### config.mk
export PLATFORM = sky130hd
export DESIGN_NAME = tick_divider
export DESIGN_NICKNAME = d
export VERILOG_FILES = /design/src/rtl/tick_divider_pkg.sv /design/src/rtl/tick_divider_ch.sv /design/src/rtl/tick_divider.sv
export SDC_FILE = /design/constraint.sdc
export NUM_CORES = 1
export LEC_CHECK = 0
export BUFFER_PORTS_ARGS = -buffer_cell sky130_fd_sc_hd__buf_4
export CORE_ASPECT_RATIO = 1.75
export CORE_MARGIN = 1.5
export CORE_UTILIZATION = 65
export DETAILED_ROUTE_END_ITERATION = 10
export MAX_ROUTING_LAYER = met4
export PLACE_DENSITY = 0.89
export SLEW_MARGIN = 5
export SYNTH_ARGS = -nofsm -noshare
export SYNTH_HDL_FRONTEND = slang
export SYNTH_SLANG_ARGS = --single-unit
### constraint.sdc
create_clock -name clk -period 6.1 [get_ports clk]
set_input_delay 0.61 -clock clk [delete_from_list [all_inputs] [get_ports clk]]
set_output_delay 0.61 -clock clk [all_outputs]
set_load 0.02 [all_outputs]
### src/rtl/tick_divider_pkg.sv
// -----------------------------------------------------------------------------
// tick_divider_pkg
//   Shared constants and types for the tick_divider clock-enable generator.
//   - CNT_W_DEFAULT : default counter/divisor width (26 bits covers 1 s @ 25 MHz)
//   - DIV_1S_25MHZ  : divisor for a 1 s period at 25 MHz
//   - DIV_1MS_25MHZ : divisor for a 1 ms period at 25 MHz
//   - div_t         : divisor type at the default width
// -----------------------------------------------------------------------------
package tick_divider_pkg;

    localparam int CNT_W_DEFAULT = 26;
    localparam int DIV_1S_25MHZ  = 25_000_000;
    localparam int DIV_1MS_25MHZ = 25_000;

    typedef logic [CNT_W_DEFAULT-1:0] div_t;

endpackage

### src/rtl/tick_divider_ch.sv
// -----------------------------------------------------------------------------
// tick_divider_ch
//   One channel of the tick divider: a programmable divisor register, a
//   free-running counter, a one-cycle tick strobe and (optionally) a 50%-duty
//   square output that toggles on every tick.
//
//   Build option: TICK_DIVIDER_SQ_EN
//     defined     -> sq toggle flop is implemented
//     not defined -> sq is tied to 0; tick behaviour is unchanged
//
// Ports:
//   clk      in  system clock, rising edge
//   rst      in  synchronous active-high reset, overrides everything
//   en       in  count enable for this channel
//   sync     in  restart this channel's phase (div kept)
//   load     in  load load_div into div and restart phase
//   load_div in  new divisor (0 behaves as 1)
//   tick     out one-cycle strobe at each terminal count (registered)
//   sq       out square wave, toggles on each tick (registered)
// -----------------------------------------------------------------------------
module tick_divider_ch #(
    parameter int               CNT_W       = 26,
    parameter logic [CNT_W-1:0] DEFAULT_DIV = '1
) (
    input  logic             clk,
    input  logic             rst,
    input  logic             en,
    input  logic             sync,
    input  logic             load,
    input  logic [CNT_W-1:0] load_div,
    output logic             tick,
    output logic             sq
);

    logic [CNT_W-1:0] div;
    logic [CNT_W-1:0] cnt;
    logic [CNT_W-1:0] last;     // terminal count = max(div,1) - 1
    logic             restart;
    logic             term;

    // A stored divisor of 0 behaves as 1, so its terminal count is 0.
    assign last    = (div == '0) ? '0 : div - CNT_W'(1);
    assign restart = load | sync;
    // >= rather than == so a counter that is somehow past the terminal value
    // still wraps instead of running the full CNT_W range.
    assign term    = en & (cnt >= last);

    always_ff @(posedge clk) begin
        if (rst) begin
            div  <= DEFAULT_DIV;
            cnt  <= '0;
            tick <= 1'b0;
        end else begin
            if (load) begin
                div <= load_div;
            end
            // Restart wins over a coincident terminal count: no tick escapes.
            if (restart) begin
                cnt  <= '0;
                tick <= 1'b0;
            end else if (en) begin
                tick <= term;
                cnt  <= term ? '0 : cnt + CNT_W'(1);
            end else begin
                tick <= 1'b0;
            end
        end
    end

`ifdef TICK_DIVIDER_SQ_EN
    logic sq_q;

    always_ff @(posedge clk) begin
        if (rst) begin
            sq_q <= 1'b0;
        end else if (restart) begin
            sq_q <= 1'b0;
        end else if (term) begin
            sq_q <= ~sq_q;
        end
    end

    assign sq = sq_q;
`else
    assign sq = 1'b0;
`endif

endmodule

### src/rtl/tick_divider.sv
// -----------------------------------------------------------------------------
// tick_divider
//   Multi-channel run-time-programmable clock-enable generator. Produces
//   NUM_CH independent one-cycle tick strobes (and optional square outputs)
//   from the single system clock. No derived clocks are generated; consumers
//   use tick as a clock enable.
//
//   Build option: TICK_DIVIDER_SQ_EN (square outputs; sq = 0 when undefined)
//
// Parameters:
//   NUM_CH      number of channels (1..16)
//   CNT_W       counter/divisor width
//   DEFAULT_DIV divisor loaded into every channel at reset
//
// Ports:
//   clk      in  system clock
//   rst      in  synchronous active-high reset
//   en       in  [NUM_CH]   per-channel count enable
//   sync     in  restart all channels in phase
//   load     in  write load_div into channel load_ch
//   load_ch  in  [LCH_W]    target channel (values >= NUM_CH ignored)
//   load_div in  [CNT_W]    new divisor
//   tick     out [NUM_CH]   one-cycle strobe per channel period
//   sq       out [NUM_CH]   square wave, period 2*div cycles
// -----------------------------------------------------------------------------
module tick_divider
    import tick_divider_pkg::*;
#(
    parameter int                NUM_CH      = 4,
    parameter int                CNT_W       = CNT_W_DEFAULT,
    parameter longint unsigned   DEFAULT_DIV = DIV_1S_25MHZ,
    localparam int               LCH_W       = (NUM_CH > 1) ? $clog2(NUM_CH) : 1
) (
    input  logic              clk,
    input  logic              rst,
    input  logic [NUM_CH-1:0] en,
    input  logic              sync,
    input  logic              load,
    input  logic [LCH_W-1:0]  load_ch,
    input  logic [CNT_W-1:0]  load_div,
    output logic [NUM_CH-1:0] tick,
    output logic [NUM_CH-1:0] sq
);

    // Elaboration-time sanity checks on the configuration.
    if (NUM_CH < 1 || NUM_CH > 16) begin : g_bad_num_ch
        $error("tick_divider: NUM_CH must be 1..16");
    end
    if (CNT_W < 64 && DEFAULT_DIV >= (64'd1 << CNT_W)) begin : g_bad_default
        $error("tick_divider: DEFAULT_DIV does not fit in CNT_W bits");
    end

    for (genvar i = 0; i < NUM_CH; i++) begin : g_ch
        logic load_hit;

        // Only an exact channel match loads; codes >= NUM_CH match nothing.
        assign load_hit = load && (load_ch == LCH_W'(i));

        tick_divider_ch #(
            .CNT_W       (CNT_W),
            .DEFAULT_DIV (CNT_W'(DEFAULT_DIV))
        ) u_ch (
            .clk      (clk),
            .rst      (rst),
            .en       (en[i]),
            .sync     (sync),
            .load     (load_hit),
            .load_div (load_div),
            .tick     (tick[i]),
            .sq       (sq[i])
        );
    end

endmodule

==> impl_metrics.toml, run 1 <==
[die]
io_pins = 44
fp.coreArea_um2 = 19200
die_x_um = 109
die_area_um2 = 20600
rows = 67
die_y_um = 189
initial_core_util_pct = 66.6

[critical_path]
cpMostUsedCell = "or3_1"
crit_type = "reg -> reg"
max_stage_delay_ps = 660
r2r_end = "g_ch[1].u_ch.cnt[18]$_SDFFE_PP0P_"
reg2reg_from = "g_ch[1].u_ch.div[17]$_SDFFE_PP0P_"
path_depth = 15
cp_slowest_cell = "or3_1"
start_kind = "register"
path_cells = "or3_1, or3_1, nor3_2, nand2b_1, or3_1, nand2_1, ha_1, a21oi_1, nor2_1, a2111oi_0, a31oi_1, a211oi_1, o21bai_1, buf_4, nor2_1"
reg2reg_depth = 15
cp.required_ps = 6540
critical_path_buf_inv_count = 1
worstSetupEndpointType = "register"
arrival_ps = 5210
critical_path.top_delay_family = "simple AND/OR/NAND/NOR gates"
path_max_fanout = 24
r2r_setup_slack_ps = 1320

[clock_tree]
htreeDepth = 1
cts.sinks = 212
insertion_delay_ps = 520
cts_resized = 0
cts_setup_buffers = 0
numCtsBuffers = 21
cts_hold_buffers = 0
cts_root_buf = "clkbuf_16"
clkTransAtPathRegs_ps = 70
cts_tree = "done"
cts_buffer_depth = 3

[cells_and_area]
nNetsFinal = 1803
area_growth_pct = 8.19
diodes = 0
finalInstanceArea_um2 = 13800
final_cells = 1909
layout-drive-gt1-share_pct = 5.88

[synth]
synth.cell_area_um2 = 12800
synth_top_area_share_pct = 33.2
avgSynthCellArea_um2 = 7.77
ys_top_cells_by_area = "dfxtp_1 33%, nand2_1 12%, ha_1 11%"
synth_edf_count = 0
synth_cells = 1646
synth_cell_types = 61
async_flop_share_pct = 0
synth_top_area_cell = "dfxtp_1"
netlist_top_cells_count = "397 x nand2_1, 212 x dfxtp_1, 176 x nor2_1"
yosysMostFrequentCell = "nand2_1"
yosys_warnings = 0
ys_ff_latch = 212
synth-seq-area-share_pct = 33.2
synthFlopType = "dfxtp_1"

[placement]
dpl.hpwl_mm = 22.8
place_inst = 1873
numPortBuffers = 39
routabilityCongestion = 0.904
placed_cell_area_um2 = 13100

[grt]
grt_first_pass_wirelength_mm = 50.8
met2_usage_pct = 54.4
grt.busiest_layer = "met2"
grt_use_total_pct = 31.4
use_met3_pct = 3.63
antenna_found_initial = 0
grtUsageMet1_pct = 33.6
grt_pass1_vias = 11100
overflow = 0
grt_max_degree = 106

[sta]
worstMarginPinSlew_ps = 941
final.setup.tns_ps = 0
relSlewSlack_pct = 37.2
slew_violations = 0
rsz0062_at_grt = "no"
hold_violations = 0
fin_skew_ps = 23.2
finalSetupViolations = 0
min_period_ps = 4780
fmax_ghz = 0.209
fin_crit_sh_pct = 78.3

[min_path]
holdPathStages = 3
holdCritStartpoint = "en[3]"
hold-path-endpoint = "g_ch[3].u_ch.tick$_SDFF_PP0_"
hp-class = "in -> reg"

[power]
max-vdd-ir-drop_v = 0.000245
p_leak_uw = 0.00599
power.density_nw_per_um2 = 221

[flow_run]
max_cap_violations = 0

[detailed_routing]
first_iter_violations = 657
wirelength_mm = 30.8
via_count = 11400
viasPerCell = 5.97
ant_nets = 0
drc = 0
dr.pass1.iters = 7
wl_per_cell_um = 16.1

[run_status]
status = "completed"
## through the flow
step | power, µW | hold slack [ps] | utilization, % | worst slack [ps]
after CTS | 3070 | 360 | 72.1 | 1420
after detailed placement | 1780 | 472 | 68.5 | 1460
after global placement | 1760 | 460 | 68.5 | 1750
final | 3060 | 364 | 72.1 | 1320
after global routing | 3160 | 368 | 72.1 | 1010
after floorplan | 1680 | 444 | - | 2220
## state kept, by name, summed over array words and instances (netlist names)
name	count
g_ch.u_ch.div	104
g_ch.u_ch.cnt	104
g_ch.u_ch.tick	4
## worst min-delay path, cell delays in order
cell	delay [ps]
buf_4	130
nand2_1	50
nor2_1	40
## cells by family after synthesis
logic type	synth area share, %
flops	33.2
other cells	0.0293
fa+ha+maj	11.0
simple gates	32.5
mux	0.235
buf+inv	3.19
xor+xnor	11.8
compound gates	8.18
## layer usage
layer  part of all wire (%)  up-vias
met5                      0        -
met4                    6.2        0
met3                    4.9      148
met2                     52      337
met1                     37     5285
li1                       -     5619
## power by group
| group | internal (µW) | switching (µW) |
|---|---|---|
| clock network | 742 | 567 |
| registers | 1410 | 39.2 |
| logic | 116 | 183 |
| total | 2270 | 788 |
## cells in the final DEF, fill, tap and decap left out, types with 5 or more instances in the layout
cell type  instances
a21o_1            20
ha_1             112
a31oi_1            7
and3_1            28
nand4_1           46
nor2_1           176
buf_4             46
o21ai_0           16
xnor2_1           62
nand3_1           45
clkbuf_8           5
and2_1             5
a21oi_1           98
nand3b_1          56
nor4_1            14
inv_1             25
or3_1             15
xor2_1           110
nor2b_1            9
a211oi_1           7
dfxtp_1          212
nand2b_1          13
nor3_1            43
clkbuf_16         21
and4_1             9
nand2_1          397
## worst max path at each step
stage / slack [ps] / startpoint / end
after detailed placement: 1460 / g_ch[1].u_ch.div[17]$_SDFFE_PP0P_ / g_ch[1].u_ch.cnt[18]$_SDFFE_PP0P_
after global placement: 1750 / g_ch[1].u_ch.div[2]$_SDFFE_PP0P_ / g_ch[1].u_ch.cnt[21]$_SDFFE_PP0P_
after global routing: 1010 / g_ch[1].u_ch.div[2]$_SDFFE_PP0P_ / g_ch[1].u_ch.cnt[18]$_SDFFE_PP0P_
after CTS: 1420 / g_ch[1].u_ch.div[17]$_SDFFE_PP0P_ / g_ch[1].u_ch.cnt[18]$_SDFFE_PP0P_
after floorplan: 2220 / g_ch[1].u_ch.div[17]$_SDFFE_PP0P_ / g_ch[1].u_ch.cnt[10]$_SDFFE_PP0P_
final: 1320 / g_ch[1].u_ch.div[17]$_SDFFE_PP0P_ / g_ch[1].u_ch.cnt[18]$_SDFFE_PP0P_
## area by class of cell
| cell class | count | area (µm²) |
|---|---|---|
| clock buffer | 26 | 594 |
| inverter | 25 | 93.8 |
| fill | 1467 | 5360 |
| tap | 241 | 302 |
| multi-input combinational | 1349 | 8160 |
| sequential | 212 | 4240 |
| clock inverter | 10 | 104 |
| timing repair buffer | 46 | 345 |
Note: power is estimated with default switching activity, not from simulation.
==> run 2: changes to the inputs <==
CORE_UTILIZATION = 57   (was 65)
PLACE_DENSITY = 0.83   (was 0.89)
clock period = 3.88 ns   (was 6.1 ns; I/O delays follow)
==> run 2 against run 1 <==
The flow now finishes with violations (negative setup slack). Setup slack got worse by 1400 ps. Combinational power up 72%. Clock skew decreased by 11 ps. Worst hold slack worse by 210 ps. Core utilization fell by 5.8 points. Clock power increased by 61%. Flip-flop and latch count stayed put. Global-route usage fell by 4.1 points. Final cell count increased by 4.7%. Cell area increased by 5.7%. Sequential power is 57% higher. Largest cell class unchanged.
==> impl_metrics.toml, run 2 (synthesis results as in run 1) <==
[sta]
worstMarginPinSlew_ps = 961
fin_crit_sh_pct = 102
min_period_ps = 3950
finalSetupViolations = 10
slew_violations = 0
worst_slack_ps = -74.2
relSlewSlack_pct = 36.0
fin_skew_ps = 12.3
hold_violations = 0
fmax_ghz = 0.253
rsz0062_at_grt = "yes"

[critical_path]
worstSetupEndpointType = "register"
crit_type = "reg -> reg"
start_kind = "register"
r2r_setup_slack_ps = -70
path_max_fanout = 5
arrival_ps = 4390
cp.required_ps = 4320

[cells_and_area]
layout_commonest_cell = "nand2_1"
top_regs = "g_ch.u_ch.cnt: 104 flops, g_ch.u_ch.div: 104 flops, g_ch.u_ch.tick: 4 flops"
nNetsFinal = 1839
utilization_pct = 66.3
diodes = 0
layout-drive-gt1-share_pct = 11.1
area_growth_pct = 14.4
layout_common_cells = "384 x nand2_1, 210 x dfxtp_1, 172 x nor2_1"

[clock_tree]
cts_root_buf = "clkbuf_16"
numCtsBuffers = 20
htreeDepth = 1
cts.sinks = 212
cts_buffer_depth = 3
insertion_delay_ps = 520
cts_tree = "done"
clkTransAtPathRegs_ps = 60

[run_status]
violations = "negative setup slack"
status = "finished, violations left"

[placement]
dp_slack_ps = -13.2
dpl.hpwl_mm = 22.9
numPortBuffers = 39
routabilityCongestion = 0.897

[detailed_routing]
m1WireLength_mm = 12.4
viasPerCell = 5.83
routed.top_layer = "met4"
drc = 0
first_iter_violations = 846
ant_nets = 0
met3_wirelength_mm = 1.66
dr_wl_met2_mm = 16.9
dr.pass1.iters = 5
via_count = 11700
wirelength_mm = 32.9
wl_per_cell_um = 16.4

[grt]
grt_first_pass_wirelength_mm = 50.8
grt_pass1_vias = 11200
antenna_found_initial = 0
overflow = 0
grt_max_degree = 105
grt_use_total_pct = 27.3

[die]
die_y_um = 201
rows = 72
io_pins = 44
die_area_um2 = 23400
fp.coreArea_um2 = 22100
initial_core_util_pct = 58.0
die_x_um = 116

[min_path]
hp-class = "in -> reg"

[power]
power.density_nw_per_um2 = 336
p_leak_uw = 0.00624
finalPower_uw = 4910
max-vdd-ir-drop_v = 0.000254

[flow_run]
max_cap_violations = 0
run 2: changes by cell type in the layout (fill, tap and decap cells not counted), sizes merged:
cell / before / now
buf: 46 / 81
clkinv: 6 / 3
bufinv: 1 / 3
clkinvlp: 1 / 3
inv: 27 / 25
clkbuf: 26 / 27
run 2: report_power, final:
| group | leakage (µW) | internal [µW] | switching, µW | total [µW] |
|---|---|---|---|---|
| Clock | 0.000336 | 1240 | 871 | 2110 |
| Sequential | 0.00172 | 2220 | 60.7 | 2280 |
| Combinational | 0.00418 | 209 | 306 | 515 |
| Total | 0.00624 | 3670 | 1240 | 4910 |
run 2: timing repair:
action / CTS / global route
hold buffers: 0 / 0
setup buffers: 0 / 5
pin swaps: 0 / 13
gates cloned: 0 / 5
resized for setup: 3 / 67
endpoints found under the setup margin: 25 / 104
run 2: worst paths after layout:
path	from	end	cells past startpoint
max	g_ch[3].u_ch.div[11]$_SDFFE_PP1P_	g_ch[3].u_ch.cnt[0]$_SDFFE_PP0P_	14
min reg2reg	g_ch[0].u_ch.div[8]$_SDFFE_PP0P_	g_ch[0].u_ch.div[8]$_SDFFE_PP0P_	2
min	en[2]	g_ch[2].u_ch.tick$_SDFF_PP0_	3
max reg2reg	g_ch[3].u_ch.div[11]$_SDFFE_PP1P_	g_ch[3].u_ch.cnt[0]$_SDFFE_PP0P_	14
run 2: layout make-up:
type	instances	area [µm²]
Multi-Input combinational cell	1349	8530
Timing Repair Buffer	83	689
Inverter	25	93.8
Clock inverter	9	128
Tap cell	296	370
Clock buffer	25	571
Fill cell	1753	7440
Sequential cell	212	4250
run 2: critical path, cell delays in order, from the launching register on:
cell and delay, ps:
dfxtp_4 350, or4_4 560, nor4_4 200, or3b_4 460
nor3_1 270, xor2_1 250, nand2_1 110, ha_1 300
a21o_1 180, a21o_1 190, a211oi_2 250, nand3_1 150
buf_6 150, or3_1 320, a21oi_1 120
run 2: metal layers:
layer / up-vias / GRT usage (%)
met5: - / -
met3: 130 / 3.52
met2: 367 / 48.5
met1: 5475 / 29.0
li1: 5689 / -
met4: 0 / 13.5
run 2: stage by stage:
step	instances	hold slack, ps	area [µm²]	setup TNS, ps
after global placement	1955	463	13400	0
after detailed placement	1955	473	13400	-29.0
after floorplan	1649	444	12800	0
after global routing	1999	146	14600	-4740
final	1999	151	14600	-136
after CTS	1989	135	14100	0
==> run 3: changes to the inputs <==
CORE_ASPECT_RATIO = 1.2   (was 1.75)
==> run 3 against run 2 <==
The flow finishes with violations (design-rule violations). Register-to-register slack gained 130 ps. Fmax grew 3.3%. Setup slack gained 130 ps. Via count shrank 3.1%. Flip-flop and latch count is the same. Critical path depth grew 2. First-iteration DRC count shrank 25%. Critical path type unchanged. Largest cell class unchanged. Largest power group unchanged.
==> impl_metrics.toml, run 3 (synthesis results as in run 1) <==
[min_path]
hp-class = "in -> reg"
holdCritStartpoint = "rst"
hold-path-endpoint = "g_ch[0].u_ch.div[2]$_SDFFE_PP0P_"
holdPathStages = 2

[cells_and_area]
nNetsFinal = 1846
layout_common_cells = "396 x nand2_1, 210 x dfxtp_1, 172 x nor2_1"
num-fill-cells = 1787
top_regs = "g_ch.u_ch.cnt: 104 flops, g_ch.u_ch.div: 104 flops, g_ch.u_ch.tick: 4 flops"
diodes = 0
layout_commonest_cell = "nand2_1"
area_growth_pct = 13.4
layout-drive-gt1-share_pct = 9.63

[critical_path]
max_stage_delay_ps = 560
crit_type = "reg -> reg"
arrival_ps = 4270
path_depth = 16
critical_path.top_delay_family = "simple AND/OR/NAND/NOR gates"
start_kind = "register"
cp_slowest_cell = "or4_4"
reg2reg_from = "g_ch[3].u_ch.div[11]$_SDFFE_PP1P_"
critical_path_buf_inv_count = 2
worstSetupEndpointType = "register"
cp.required_ps = 4320
reg2reg_depth = 16
r2r_setup_slack_ps = 50
path_max_fanout = 6
path_cells = "or4_4, nor4_4, or3b_4, nor2_4, buf_4, nand3b_1, xnor2_1, nand2_1, ha_1, a21o_1, a21o_1, a211oi_1, nand3_1, buf_4, a21o_4, nor2_1"
r2r_end = "g_ch[3].u_ch.cnt[14]$_SDFFE_PP0P_"

[power]
pwr-share-comb_pct = 9.7
p_int_uw = 3780
max-vdd-ir-drop_v = 0.000279
switching_share_pct = 24.5
p_clk_share_pct = 44.7
p_leak_uw = 0.00632
p_sw_uw = 1230
power.density_nw_per_um2 = 346
finalPower_uw = 5010
seqPwrFrac_pct = 45.6

[detailed_routing]
wirelength_mm = 30.3
first_iter_violations = 638
dr.pass1.iters = 8
drc = 1
wl_per_cell_um = 15.2
viasPerCell = 5.69
via_count = 11300
ant_nets = 0

[die]
rows = 59
io_pins = 44
die_x_um = 140
die_area_um2 = 23400
initial_core_util_pct = 58.5
fp.coreArea_um2 = 21900
die_y_um = 167

[grt]
grt_first_pass_wirelength_mm = 48.9
antenna_found_initial = 0
grt_use_total_pct = 25.5
grt_pass1_vias = 10400
overflow = 0
grt_max_degree = 103

[sta]
rsz0062_at_grt = "yes"
fin_skew_ps = 6.79
hold_violations = 0
relSlewSlack_pct = 39.1
worstMarginPinSlew_ps = 914
fin_crit_sh_pct = 98.7
worst_slack_ps = 51.3
slew_violations = 0
fmax_ghz = 0.261
finalSetupViolations = 0
min_period_ps = 3830
timing.hold.ws_ps = 96.6

[clock_tree]
numCtsBuffers = 22
cts.sinks = 212
cts_hold_buffers = 0
cts_buffer_depth = 3
clkTransAtPathRegs_ps = 60
cts_root_buf = "clkbuf_16"
cts_tree = "done"
htreeDepth = 1
insertion_delay_ps = 510

[run_status]
violations = "design-rule violations"
status = "finished, violations left"

[placement]
dp_slack_ps = -55.1
routabilityCongestion = 0.892
dpl.hpwl_mm = 21.6
numPortBuffers = 39

[flow_run]
max_cap_violations = 0
## run 3: routing by layer
metal  global-route usage (%)  vias up  part of all wire, %
met1                     31.4     5269                   44
met2                     43.2      240                   48
met3                     2.86       72                  4.4
met4                     9.38        0                  3.7
met5                        -        -                    0
li1                         -     5719                    -
## run 3: worst reg2reg max path, stage by stage, from the launching register on
cell	delay (ps)
dfxtp_2	350
or4_4	560
nor4_4	210
or3b_4	480
nor2_4	130
buf_4	140
nand3b_1	90
xnor2_1	170
nand2_1	80
ha_1	180
a21o_1	150
a21o_1	170
a211oi_1	300
nand3_1	200
buf_4	190
a21o_4	240
nor2_1	120
## run 3: layout make-up
cell class                      count  area, µm²  share of cell area (%)
Clock buffer                       31        646                    4.45
Tap cell                          274        343                    2.36
Multi-Input combinational cell   1351       8350                    57.6
Timing Repair Buffer               86        708                    4.88
Inverter                           25       93.8                   0.647
Clock inverter                      8        121                   0.836
Sequential cell                   212       4250                    29.3
## run 3: how the worst max path moves through the flow
stage,from,slack (ps),endpoint
4_1_cts,g_ch[1].u_ch.div[17]$_SDFFE_PP0P_,30,g_ch[1].u_ch.cnt[18]$_SDFFE_PP0P_
6_report,g_ch[3].u_ch.div[11]$_SDFFE_PP1P_,50,g_ch[3].u_ch.cnt[14]$_SDFFE_PP0P_
2_1_floorplan,g_ch[2].u_ch.div[9]$_SDFFE_PP0P_,120,g_ch[2].u_ch.cnt[10]$_SDFFE_PP0P_
3_3_place_gp,g_ch[2].u_ch.div[10]$_SDFFE_PP0P_,70,g_ch[2].u_ch.cnt[20]$_SDFFE_PP0P_
5_1_grt,g_ch[3].u_ch.div[11]$_SDFFE_PP1P_,-160,g_ch[3].u_ch.cnt[14]$_SDFFE_PP0P_
3_5_place_dp,g_ch[3].u_ch.div[11]$_SDFFE_PP1P_,-60,g_ch[3].u_ch.cnt[15]$_SDFFE_PP0P_
## run 3: per-stage QoR
stage | std cells | TNS (ps) | instance area (µm²) | util (%)
4_1_cts | 1974 | 0 | 14200 | 65.1
3_3_place_gp | 1935 | 0 | 13400 | 61.5
5_1_grt | 1987 | -2870 | 14500 | 66.4
6_report | 1987 | 0 | 14500 | 66.4
2_1_floorplan | 1649 | 0 | 12800 | -
3_5_place_dp | 1935 | -478 | 13400 | 61.5
## run 3: power groups by stage
stage          Sequential, µW  Clock, µW  Combinational, µW
2_1_floorplan            2320          0                323
3_3_place_gp             2320          0                449
3_5_place_dp             2330          0                464
4_1_cts                  2280       2270                469
5_1_grt                  2290       2360                546
6_report                 2280       2240                486
## run 3: repair_timing
item,in CTS,in global routing
pin swaps,0,9
hold endpoints to repair,0,0
gates resized for setup,2,37
cloned,0,4
setup buffers,0,9
endpoints found under the setup margin,45,104
